===== src/rtl/syn_branch_predictor.sv =====
// Direct-mapped branch target buffer with per-entry saturating direction counters.
// Lookup on the fetch PC has zero latency; the EX-stage update also reports mispredicts.
module syn_branch_predictor #(
   parameter int AddrBits = 10,
   parameter int Entries  = 16,
   parameter int CntBits  = 2,
   parameter int Mode     = 1
) (
   input  logic                clk,
   input  logic                rst_n,
   input  logic                en,
   input  logic                flush_tbl,
   input  logic [AddrBits-1:0] lk_pc,
   output logic                lk_taken,
   output logic [AddrBits-1:0] lk_target,
   input  logic                up_valid,
   input  logic [AddrBits-1:0] up_pc,
   input  logic                up_taken,
   input  logic [AddrBits-1:0] up_target,
   input  logic                up_pred_taken,
   input  logic [AddrBits-1:0] up_pred_target,
   output logic                up_mispredict,
   output logic [31:0]         stat_bj,
   output logic [31:0]         stat_miss
);

   localparam int IdxBits = $clog2(Entries);
   localparam int TagBits = AddrBits - IdxBits;
   localparam bit ModeDyn = (Mode != 0);

   // Weak-not-taken sits just below the MSB threshold, weak-taken just above it.
   localparam logic [CntBits-1:0] CntWeakNt = CntBits'((1 << (CntBits - 1)) - 1);
   localparam logic [CntBits-1:0] CntWeakT  = CntBits'(1 << (CntBits - 1));
   localparam logic [CntBits-1:0] CntMax    = {CntBits{1'b1}};

   logic                valid_vec [Entries];
   logic [TagBits-1:0]  tag_vec   [Entries];
   logic [AddrBits-1:0] tgt_vec   [Entries];
   logic [CntBits-1:0]  cnt_vec   [Entries];

   logic [IdxBits-1:0]  lk_idx;
   logic [TagBits-1:0]  lk_tag;
   logic                lk_hit;
   logic [IdxBits-1:0]  up_idx;
   logic [TagBits-1:0]  up_tag;
   logic                up_hit;

   logic                tbl_flush;
   logic                tbl_write;
   logic                stat_inc;

   logic [31:0]         bj_q;
   logic [31:0]         bj_d;
   logic [31:0]         miss_q;
   logic [31:0]         miss_d;

   assign lk_idx = lk_pc[IdxBits-1:0];
   assign lk_tag = lk_pc[AddrBits-1:IdxBits];
   assign up_idx = up_pc[IdxBits-1:0];
   assign up_tag = up_pc[AddrBits-1:IdxBits];

   assign lk_hit = valid_vec[lk_idx] && (tag_vec[lk_idx] == lk_tag);
   assign up_hit = valid_vec[up_idx] && (tag_vec[up_idx] == up_tag);

   // Lookup reads pre-edge contents only; a same-cycle update is not bypassed.
   assign lk_taken  = ModeDyn && lk_hit && cnt_vec[lk_idx][CntBits-1];
   assign lk_target = lk_taken ? tgt_vec[lk_idx] : lk_pc + 1'b1;

   assign up_mispredict = up_valid &&
                          ((up_taken != up_pred_taken) ||
                           (up_taken && (up_target != up_pred_target)));

   // Flush wins over a concurrent update for the table, but the stats still count it.
   assign tbl_flush = en && flush_tbl;
   assign tbl_write = en && up_valid && !flush_tbl;
   assign stat_inc  = en && up_valid;

   genvar gi;
   generate
      for (gi = 0; gi < Entries; gi++) begin : gen_entry
         logic                valid_q;
         logic                valid_d;
         logic [TagBits-1:0]  tag_q;
         logic [TagBits-1:0]  tag_d;
         logic [AddrBits-1:0] tgt_q;
         logic [AddrBits-1:0] tgt_d;
         logic [CntBits-1:0]  cnt_q;
         logic [CntBits-1:0]  cnt_d;
         logic                sel;

         assign sel = tbl_write && (up_idx == IdxBits'(gi));

         always_comb begin
            valid_d = valid_q;
            tag_d   = tag_q;
            tgt_d   = tgt_q;
            cnt_d   = cnt_q;
            if (tbl_flush) begin
               valid_d = 1'b0;
            end else if (sel) begin
               if (up_hit) begin
                  if (up_taken) begin
                     tgt_d = up_target;
                     if (cnt_q != CntMax) begin
                        cnt_d = cnt_q + 1'b1;
                     end
                  end else if (cnt_q != '0) begin
                     cnt_d = cnt_q - 1'b1;
                  end
               end else if (up_taken) begin
                  // Allocation evicts whatever occupied this slot.
                  valid_d = 1'b1;
                  tag_d   = up_tag;
                  tgt_d   = up_target;
                  cnt_d   = CntWeakT;
               end
            end
         end

         always_ff @(posedge clk or negedge rst_n) begin
            if (!rst_n) begin
               valid_q <= 1'b0;
               tag_q   <= '0;
               tgt_q   <= '0;
               cnt_q   <= CntWeakNt;
            end else begin
               valid_q <= valid_d;
               tag_q   <= tag_d;
               tgt_q   <= tgt_d;
               cnt_q   <= cnt_d;
            end
         end

         assign valid_vec[gi] = valid_q;
         assign tag_vec[gi]   = tag_q;
         assign tgt_vec[gi]   = tgt_q;
         assign cnt_vec[gi]   = cnt_q;
      end
   endgenerate

   always_comb begin
      bj_d   = bj_q;
      miss_d = miss_q;
      if (stat_inc) begin
         bj_d   = bj_q + 32'd1;
         miss_d = miss_q + {31'd0, up_mispredict};
      end
   end

   always_ff @(posedge clk or negedge rst_n) begin
      if (!rst_n) begin
         bj_q   <= '0;
         miss_q <= '0;
      end else begin
         bj_q   <= bj_d;
         miss_q <= miss_d;
      end
   end

   assign stat_bj   = bj_q;
   assign stat_miss = miss_q;

endmodule


===== config.mk =====
export PLATFORM = sky130hd
export DESIGN_NAME = syn_branch_predictor
export DESIGN_NICKNAME = d
export VERILOG_FILES = /design/src/rtl/syn_branch_predictor.sv
export SDC_FILE = /design/constraint.sdc
export NUM_CORES = 1
export LEC_CHECK = 0
export BUFFER_PORTS_ARGS = -buffer_cell sky130_fd_sc_hd__buf_4
export CORE_ASPECT_RATIO = 0.6
export CORE_MARGIN = 2
export CORE_UTILIZATION = 55
export DETAILED_ROUTE_END_ITERATION = 8
export GPL_ROUTABILITY_DRIVEN = 1
export PLACE_DENSITY = 0.76
export SYNTH_ARGS = -nofsm -noshare
export SYNTH_HDL_FRONTEND = slang
export SYNTH_SLANG_ARGS = --single-unit

===== constraint.sdc =====
create_clock -name clk -period 3.6 [get_ports clk]
set_clock_uncertainty 0.05 [all_clocks]
set_input_delay 0.54 -clock clk [delete_from_list [all_inputs] [get_ports clk]]
set_output_delay 0.54 -clock clk [all_outputs]
set_load 0.02 [all_outputs]

==> results.json, run 1 <==
{
  "status": "finished, violations left",
  "violations": "setup timing",
  "worstPathArrival_ns": 3.32,
  "nNetsFinal": 1634,
  "cts_made_buffers": 37,
  "pre_cts_slack_ns": -0.2264,
  "drt_iter0_markers": 1474,
  "r2r_setup_slack_ns": 0.35,
  "max_slew.worst_pin.slew_ns": 1.018,
  "setup-violations-final": 11,
  "finalWirelength_um": 50270,
  "hold_viol": 0,
  "yosysWarningCount": 0,
  "ant_nets": 0,
  "r2r-start": "gen_entry[15].tag_q[5]",
  "dpl_cell_area_um2": 20680,
  "leakage_nw": 10.21,
  "floorplan.initialDensity": 0.5550,
  "dr.pass1.iters": 7,
  "pwr_density_cell_nw_per_um2": 453.7,
  "ys.flop_type": "dfrtp_1",
  "final_core_utilization": 0.6569,
  "mostFrequentLayoutCells": "dfrtp_1 (350), mux2_2 (250), buf_4 (186), nand2_1 (127), mux4_2 (97)",
  "reg2reg_to": "gen_entry[14].cnt_q[0]",
  "dp.cells": 2002,
  "antenna_found_initial": 1,
  "clk_pin_slew_ns": 0.06,
  "max_slew_margin": 0.3215,
  "cp-start-kind": "flip-flop",
  "cts_max_path_buffers": 3,
  "die_h_um": 146.4,
  "dp_hpwl_um": 35430,
  "drc": 0,
  "gp_congestion": 0.9969,
  "r2r.worst_path.cells": 8,
  "instances_no_fill": 2070,
  "cp-startpoint": "gen_entry[12].tag_q[5]",
  "syn_inst": 1417,
  "yosys_register_bits": 368,
  "max_freq_mhz": 255.9,
  "gr-total-overflow": 0,
  "drive_above_1_share": 0.4149,
  "hp-class": "in -> async",
  "max_cap_viol_count": 0,
  "synth.distinct_cells": 69,
  "peakVddDrop_mv": 0.3019,
  "async_reset_ff_frac": 1.000,
  "cts_root_buffer": "clkbuf_16",
  "die_area_um2": 35350,
  "die_w_um": 241.4,
  "cts_tree": "yes",
  "critical_path.max_fanout": 11,
  "final_area_um2": 22010,
  "track_usage": 0.2922,
  "wl_per_cell_um": 24.28,
  "h-tree-depth": 2,
  "grt_max_degree": 99,
  "period_needed_ns": 3.907,
  "port_buffers": 122,
  "dr_total_vias": 13010,
  "clock_latency_ns": 0.53,
  "core_um2": 33510,
  "grt_pass1_wl_um": 77850,
  "critical_path.endpoint_type": "primary output",
  "crit_type": "reg -> out",
  "syn_nets": 1468,
  "grt_pass1_vias": 12820,
  "crit_required_ns": 3.01,
  "slew_viol_final": 0,
  "avgSynthCellArea_um2": 13.12,
  "rows": 52,
  "ios": 123,
  "fin_ws_ns": -0.3071,
  "synth_area_um2": 18600,
  "syn2layout_area_growth_pct": 18.38,
  "yosysSeqAreaShare": 0.4963,
  "fin_crit_sh": 1.085,
  "layout_commonest_cell": "dfrtp_1",
  "clock_sinks": 368,
  "via_per_inst": 6.287,
  "synth_edf_count": 0,
  "rsz0062_at_grt": "true"
}
[how the worst max path moves through the flow]
| stage | end | depth (start not counted) |
|---|---|---|
| after floorplan | lk_target[7] | 7 |
| after global placement | lk_target[3] | 9 |
| after detailed placement | lk_target[9] | 9 |
| after CTS | lk_target[6] | 8 |
| after global routing | lk_target[6] | 8 |
| final | lk_target[6] | 8 |
[power by group]
| group | leakage (nW) | total [mW] | internal [mW] | switching (mW) |
|---|---|---|---|---|
| clock | 0.614 | 4.05 | 2.39 | 1.66 |
| sequential | 4.89 | 4.66 | 4.42 | 0.238 |
| combinational | 4.70 | 1.28 | 0.638 | 0.641 |
[layer usage]
| layer | up-vias | global-route usage | part of all wire |
|---|---|---|---|
| met5 | - | 0 | 0 |
| met3 | 71 | 0.09075 | 0.11 |
| li1 | 5594 | - | - |
| met2 | 620 | 0.3944 | 0.43 |
| met4 | 0 | 0.06605 | 0.017 |
| met1 | 6729 | 0.4608 | 0.44 |
[synth_stat cells (all sizes together) (15+ instances only)]
library cell | number | area (µm²)
mux2i | 29 | 290.3
nor3 | 19 | 95.09
dfstp | 16 | 420.4
buf | 35 | 188.9
nand3 | 42 | 210.2
nand2 | 127 | 476.7
nand4 | 20 | 125.1
dfrtp | 352 | 8808
o21ai | 35 | 246.5
o32ai | 15 | 131.4
mux2 | 256 | 2883
xnor2 | 76 | 673.2
a21oi | 21 | 123.9
and3 | 16 | 100.1
nor2 | 43 | 161.4
mux4 | 97 | 2185
clkbuf | 55 | 206.5
xor2 | 15 | 131.4
[cell families (layout without fill, tap and decap cells)]
logic type | count (synthesis) | after routing | synth area share
AOI/OAI and AO/OA | 151 | 151 | 0.06365
xor gates and xnor gates | 91 | 91 | 0.04327
adders and majority gates | 4 | 4 | 0.002692
buffers and inverters | 102 | 295 | 0.02368
DFF | 368 | 368 | 0.4963
muxes | 382 | 382 | 0.2881
other | 0 | 1 | 0
and+or+nand+nor | 319 | 319 | 0.08229
[per-stage QoR]
stage,power [mW],hold WS [ns],setup TNS (ns)
detailed placement,5.977,0.4127,-2.054
CTS,10.03,0.03664,-2.778
global placement,5.924,0.4075,-1.711
finish,9.988,0.005397,-2.630
floorplan,5.425,0.1944,0
global route,10.36,0.03923,-3.431
[timing repair]
item / in CTS / in global routing
pin swaps: 0 / 0
hold buffers: 0 / 0
gates cloned: 0 / 0
setup endpoints to repair: 11 / 11
buffers inserted: 1 / 0
resized for setup: 15 / 1
hold endpoints to repair: 0 / 0
[critical path: stages, from the launching register on]
cell,delay (ns)
dfrtp_2,0.46
mux4_2,0.47
mux4_2,0.52
xnor2_2,0.14
nand4_1,0.11
or4_4,0.45
buf_12,0.17
mux2_2,0.29
buf_4,0.16
[registers in the layout, indices dropped and copies added, names as in the netlist]
signal             count
stat_miss             32
gen_entry.valid_q     16
gen_entry.tgt_q      160
stat_bj               32
gen_entry.tag_q       96
gen_entry.cnt_q       32
[cell type report]
| class | count | area, µm² |
|---|---|---|
| Antenna cell | 1 | 2.502 |
| Inverter | 12 | 45.04 |
| Fill cell | 2375 | 11490 |
| Multi-Input combinational cell | 947 | 8966 |
| Sequential cell | 368 | 9231 |
| Clock inverter | 15 | 220.2 |
| Clock buffer | 51 | 1040 |
| Timing Repair Buffer | 217 | 1933 |
| Tap cell | 459 | 574.3 |
(Power assumes the default switching activity.)
==> run 2: changes to the inputs <==
BUFFER_PORTS_ARGS = -buffer_cell sky130_fd_sc_hd__buf_2   (was -buffer_cell sky130_fd_sc_hd__buf_4)
clock period = 3.55 ns   (was 3.6 ns; I/O delays follow)
==> run 2 against run 1 <==
Largest cell class unchanged; utilization decreased by 0.53 points; the flow still finishes with violations (setup timing); routed wire length increased by 3.0%; sequential power increased by 1%; final area decreased by 0.80%; critical endpoint is now lk_target[5]; worst hold slack improved by 0.28 ns; count of clock-buffer cells in the layout decreased by 2; sequential cell count unchanged; sequential share of layout area increased by 0.34 points; die area unchanged.
==> results.json, run 2 (synthesis results as in run 1) <==
{
  "largest_reg_flops": 160,
  "worstPathArrival_ns": 3.32,
  "cpMaxStageDelayCell": "mux4_2",
  "drt_iter0_markers": 1429,
  "drive_above_1_share": 0.4261,
  "crit_required_ns": 2.97,
  "reg_top3": "gen_entry.tgt_q: 160 flops, gen_entry.tag_q: 96 flops",
  "crit_path_frequent_cell": "mux4_2",
  "critical_path.max_fanout": 11,
  "top_register": "gen_entry.tgt_q",
  "layout_commonest_cell": "dfrtp_1",
  "max_cap_viol_count": 0,
  "setup-violations-final": 11,
  "crit_chain": "mux4_2 -> mux4_2 -> xnor2_1 -> nand4_1 -> or4_4 -> buf_12 -> mux2_2 -> buf_2",
  "violations": "setup timing",
  "antenna_found_initial": 4,
  "die_w_um": 241.4,
  "r2r-start": "gen_entry[7].tag_q[5]",
  "dr.pass1.iters": 6,
  "finalWirelength_um": 51790,
  "fin_ws_ns": -0.3478,
  "track_usage": 0.3002,
  "period_needed_ns": 3.898,
  "rsz0062_at_grt": "true",
  "syn2layout_area_growth_pct": 17.43,
  "dr_total_vias": 13220,
  "tns_ns": -3.276,
  "ant_nets": 0,
  "seq_power_share": 0.477,
  "clockPowerShare": 0.390,
  "via_per_inst": 6.317,
  "final.fill_count": 2398,
  "clk_pin_slew_ns": 0.06,
  "dp_hpwl_um": 36200,
  "dp.cells": 2024,
  "grt_pass1_vias": 13190,
  "max_freq_mhz": 256.6,
  "max_slew.worst_pin.slew_ns": 0.7258,
  "cts_max_path_buffers": 3,
  "finalPower_mw": 9.867,
  "p_comb_frac": 0.132,
  "gp_congestion": 0.9683,
  "peakVddDrop_mv": 0.3254,
  "die_area_um2": 35350,
  "cts_tree": "yes",
  "gr-total-overflow": 0,
  "core_um2": 33510,
  "crit_type": "reg -> out",
  "grt_pass1_wl_um": 79720,
  "fin_crit_sh": 1.098,
  "instances_no_fill": 2092,
  "leakage_nw": 10.25,
  "hold_viol": 0,
  "clock_latency_ns": 0.54,
  "critical_path.endpoint_type": "primary output",
  "nNetsFinal": 1657,
  "cp-start-kind": "flip-flop",
  "slew_viol_final": 0,
  "p_int_mw": 7.306,
  "mostFrequentLayoutCells": "dfrtp_1 (350), mux2_2 (250), nand2_1 (127), buf_2 (116), mux4_2 (97)",
  "grt_max_degree": 85,
  "die_h_um": 146.4,
  "cp-startpoint": "gen_entry[14].tag_q[5]",
  "wl_per_cell_um": 24.76,
  "dpl_cell_area_um2": 20590,
  "hp-start": "up_target[8]",
  "max_slew_margin": 0.5162,
  "rows": 52,
  "cts_made_buffers": 36,
  "hp-class": "in -> reg",
  "ios": 123,
  "switching_share": 0.2595,
  "clock_sinks": 368,
  "drc": 0,
  "status": "finished, violations left",
  "max_stage_delay_ns": 0.50,
  "h-tree-depth": 2,
  "pre_cts_slack_ns": -0.2711,
  "floorplan.initialDensity": 0.5550,
  "port_buffers": 122,
  "power_switching_mw": 2.561,
  "pwr_density_cell_nw_per_um2": 451.9,
  "cts_root_buffer": "clkbuf_16",
  "final_area_um2": 21840
}
run 2: cell count changes in the layout (fill, tap and decap cells not counted), moves of 3 or more:
cell       change
clkbuf_1       -7
bufinv_16      -4
clkinv_2       +3
buf_4         -90
clkbuf_8       +6
buf_6          -6
buf_2        +116
buf_12         +3
run 2: worst paths after layout:
path                                           to  cells past startpoint  slack [ns]
min in group asynchronous           stat_miss[27]                      2        0.53
setup / recovery                     lk_target[5]                      8       -0.35
hold / removal             gen_entry[14].tgt_q[8]                      2        0.29
max in group asynchronous              stat_bj[0]                      3        1.93
setup reg to reg            gen_entry[3].tag_q[1]                     10        0.22
hold reg to reg                        stat_bj[7]                      1        0.43
run 2: timing repair:
action	CTS	global route
endpoints found under the setup margin	11	11
setup buffers	1	1
endpoints found under the hold margin	19	0
hold buffers	1	0
pin swaps	0	1
gates resized for setup	7	6
run 2: power groups by stage:
stage	logic (mW)	registers [mW]	clock network (mW)
after floorplan	0.761	4.74	0
after global placement	1.24	4.75	0
after detailed placement	1.28	4.77	0
after CTS	1.29	4.70	3.90
after global routing	1.39	4.74	4.07
final	1.31	4.71	3.85
run 2: area by class of cell:
type / instances / area, µm² / share of cell area
flip-flops and latches: 368 / 9231 / 0.4228
multi-input cells: 947 / 8962 / 0.4104
repair buffers: 241 / 1841 / 0.08429
clock buffers: 49 / 1071 / 0.04905
well taps: 459 / 574.3 / 0.02630
clock inverters: 14 / 106.4 / 0.004871
inverters: 12 / 45.04 / 0.002063
diodes: 2 / 5.005 / 0.0002292
run 2: per-stage QoR:
stage	utilization	hold WS, ns
2_1_floorplan	-	0.1869
3_3_place_gp	0.6144	0.4042
3_5_place_dp	0.6144	0.4132
4_1_cts	0.6507	0.2774
5_1_grt	0.6517	0.2894
6_report	0.6517	0.2855
run 2: worst max-delay path, delay by kind of cell, from the launching register on:
| family | cells | cell delay (ns) |
|---|---|---|
| buffers and inverters | 2 | 0.33 |
| muxes | 3 | 1.27 |
| xor gates and xnor gates | 1 | 0.14 |
| and+or+nand+nor | 2 | 0.59 |
| DFF | 1 | 0.44 |
run 2: layer usage:
| layer | GRT usage | share of wire |
|---|---|---|
| met3 | 0.1038 | 0.11 |
| met5 | 0 | 0.00052 |
| met2 | 0.4134 | 0.43 |
| met4 | 0.08426 | 0.026 |
| met1 | 0.4518 | 0.43 |
==> run 3: changes to the inputs <==
SKIP_LAST_GASP = 1   (was not set)
==> run 3 against run 2 <==
Critical endpoint is now lk_target[8]; critical path type unchanged; the flow still finishes with violations (setup timing); die area stayed put; combinational power is essentially flat; worst hold slack got worse by 0.0039 ns; global-route usage hardly changed; sequential cell count is the same.
==> results.json, run 3 (synthesis results as in run 1) <==
{
  "dr_total_vias": 13250,
  "final_area_um2": 21830,
  "drc": 0,
  "gp_congestion": 0.9683,
  "track_usage": 0.3001,
  "p_comb_frac": 0.132,
  "drive_above_1_share": 0.4261,
  "top_register": "gen_entry.tgt_q",
  "ant_nets": 0,
  "grt_pass1_vias": 13200,
  "die_w_um": 241.4,
  "antenna_found_initial": 4,
  "crit_type": "reg -> out",
  "rsz0062_at_grt": "true",
  "crit_required_ns": 2.97,
  "grt_use_met1": 0.4517,
  "fin_ws_ns": -0.3473,
  "power_switching_mw": 2.560,
  "grt_pass1_wl_um": 79700,
  "hp-start": "up_target[8]",
  "pwr_density_cell_nw_per_um2": 452.0,
  "clockPowerShare": 0.390,
  "hold_end": "gen_entry[14].tgt_q[8]",
  "dpl_cell_area_um2": 20590,
  "finalWirelength_um": 51810,
  "period_needed_ns": 3.897,
  "clock_sinks": 368,
  "wl_per_cell_um": 24.76,
  "finalPower_mw": 9.865,
  "max_freq_mhz": 256.6,
  "gr-total-overflow": 0,
  "max_cap_viol_count": 0,
  "reg2reg_to": "gen_entry[3].tag_q[1]",
  "pre_cts_slack_ns": -0.2711,
  "rows": 52,
  "dp_hpwl_um": 36200,
  "holdWs_ns": 0.2816,
  "grt_busiest_layer": "met1",
  "cts_tree": "yes",
  "floorplan.initialDensity": 0.5550,
  "final.fill_count": 2398,
  "h-tree-depth": 2,
  "mostFrequentLayoutCells": "dfrtp_1 (350), mux2_2 (250), nand2_1 (127), buf_2 (117)",
  "max_slew_margin": 0.5132,
  "core_um2": 33510,
  "dr.pass1.iters": 5,
  "fin_crit_sh": 1.098,
  "grt_max_degree": 85,
  "clk_pin_slew_ns": 0.06,
  "reg_top3": "gen_entry.tgt_q: 160 flops, gen_entry.tag_q: 96 flops",
  "largest_reg_flops": 160,
  "critical_path.endpoint_type": "primary output",
  "peakVddDrop_mv": 0.3252,
  "hold_viol": 0,
  "port_buffers": 122,
  "leakage_nw": 10.24,
  "ios": 123,
  "die_area_um2": 35350,
  "final_core_utilization": 0.6515,
  "min_path_cells": 2,
  "use_met2": 0.4118,
  "violations": "setup timing",
  "setup-violations-final": 11,
  "p_int_mw": 7.305,
  "max_slew.worst_pin.slew_ns": 0.7302,
  "layout_commonest_cell": "dfrtp_1",
  "cts_made_buffers": 36,
  "hp-class": "in -> reg",
  "syn2layout_area_growth_pct": 17.39,
  "clock_latency_ns": 0.54,
  "switching_share": 0.2595,
  "drt_iter0_markers": 1484,
  "r2r.worst_path.cells": 10,
  "cts_max_path_buffers": 3,
  "cts_root_buffer": "clkbuf_16",
  "cp-start-kind": "flip-flop",
  "r2r_setup_slack_ns": 0.25,
  "slew_viol_final": 0,
  "r2r-start": "gen_entry[7].tag_q[5]",
  "die_h_um": 146.4,
  "critical_path.max_fanout": 11,
  "seq_power_share": 0.477,
  "status": "finished, violations left",
  "worstPathArrival_ns": 3.31,
  "use_met3": 0.1038,
  "nNetsFinal": 1657,
  "via_per_inst": 6.329
}
run 3: changes by cell type in the layout (fill, tap and decap cells not counted), sizes merged:
cell / before / now
diode: 2 / 3
run 3: layout make-up:
type / count / area [µm²] / area share
Timing Repair Buffer: 241 / 1831 / 0.08386
Sequential cell: 368 / 9231 / 0.4229
Tap cell: 459 / 574.3 / 0.02631
Clock buffer: 49 / 1071 / 0.04907
Clock inverter: 14 / 106.4 / 0.004872
Antenna cell: 3 / 7.507 / 0.0003439
Multi-Input combinational cell: 947 / 8962 / 0.4106
Inverter: 12 / 45.04 / 0.002064
run 3: power by group through the flow:
stage / clock [mW] / combinational (mW) / sequential, mW
2_1_floorplan: 0 / 0.761 / 4.74
4_1_cts: 3.90 / 1.29 / 4.70
5_1_grt: 4.07 / 1.39 / 4.74
3_5_place_dp: 0 / 1.28 / 4.77
3_3_place_gp: 0 / 1.24 / 4.75
6_report: 3.85 / 1.31 / 4.71
run 3: critical path, cell delays in order, from the launching register on:
cell and delay (ns):
dfrtp_1 0.44, mux4_2 0.49, mux4_2 0.49, xnor2_1 0.14
nand4_1 0.14, or4_4 0.46, buf_12 0.17, mux2_2 0.28
buf_2 0.17
run 3: how the worst max path moves through the flow:
stage,from,slack (ns),endpoint,cells past startpoint
2_1_floorplan,lk_pc[0],0.03,lk_target[0],9
3_3_place_gp,lk_pc[0],-0.21,lk_target[6],9
3_5_place_dp,lk_pc[0],-0.27,lk_target[8],9
4_1_cts,gen_entry[14].tag_q[5],-0.34,lk_target[8],8
5_1_grt,gen_entry[12].tag_q[5],-0.38,lk_target[8],8
6_report,gen_entry[12].tag_q[5],-0.35,lk_target[8],8
run 3: routing by layer:
layer / wire length [µm] / vias to the layer above
met5: 13 / -
met4: 1375 / 2
met3: 5697 / 96
met2: 22250 / 615
met1: 22470 / 6885
li1: - / 5649
run 3: what timing repair did:
item | in CTS | in global routing
setup buffers | 1 | 1
pin swaps | 0 | 1
resized for setup | 3 | 7
hold buffers | 1 | 0
endpoints found under the setup margin | 11 | 11
endpoints found under the hold margin | 19 | 0
run 3: metrics by stage:
stage | setup TNS (ns) | instances
floorplan | 0 | 1417
global placement | -1.996 | 2024
detailed placement | -2.457 | 2024
CTS | -3.232 | 2089
global route | -3.743 | 2093
finish | -3.210 | 2093
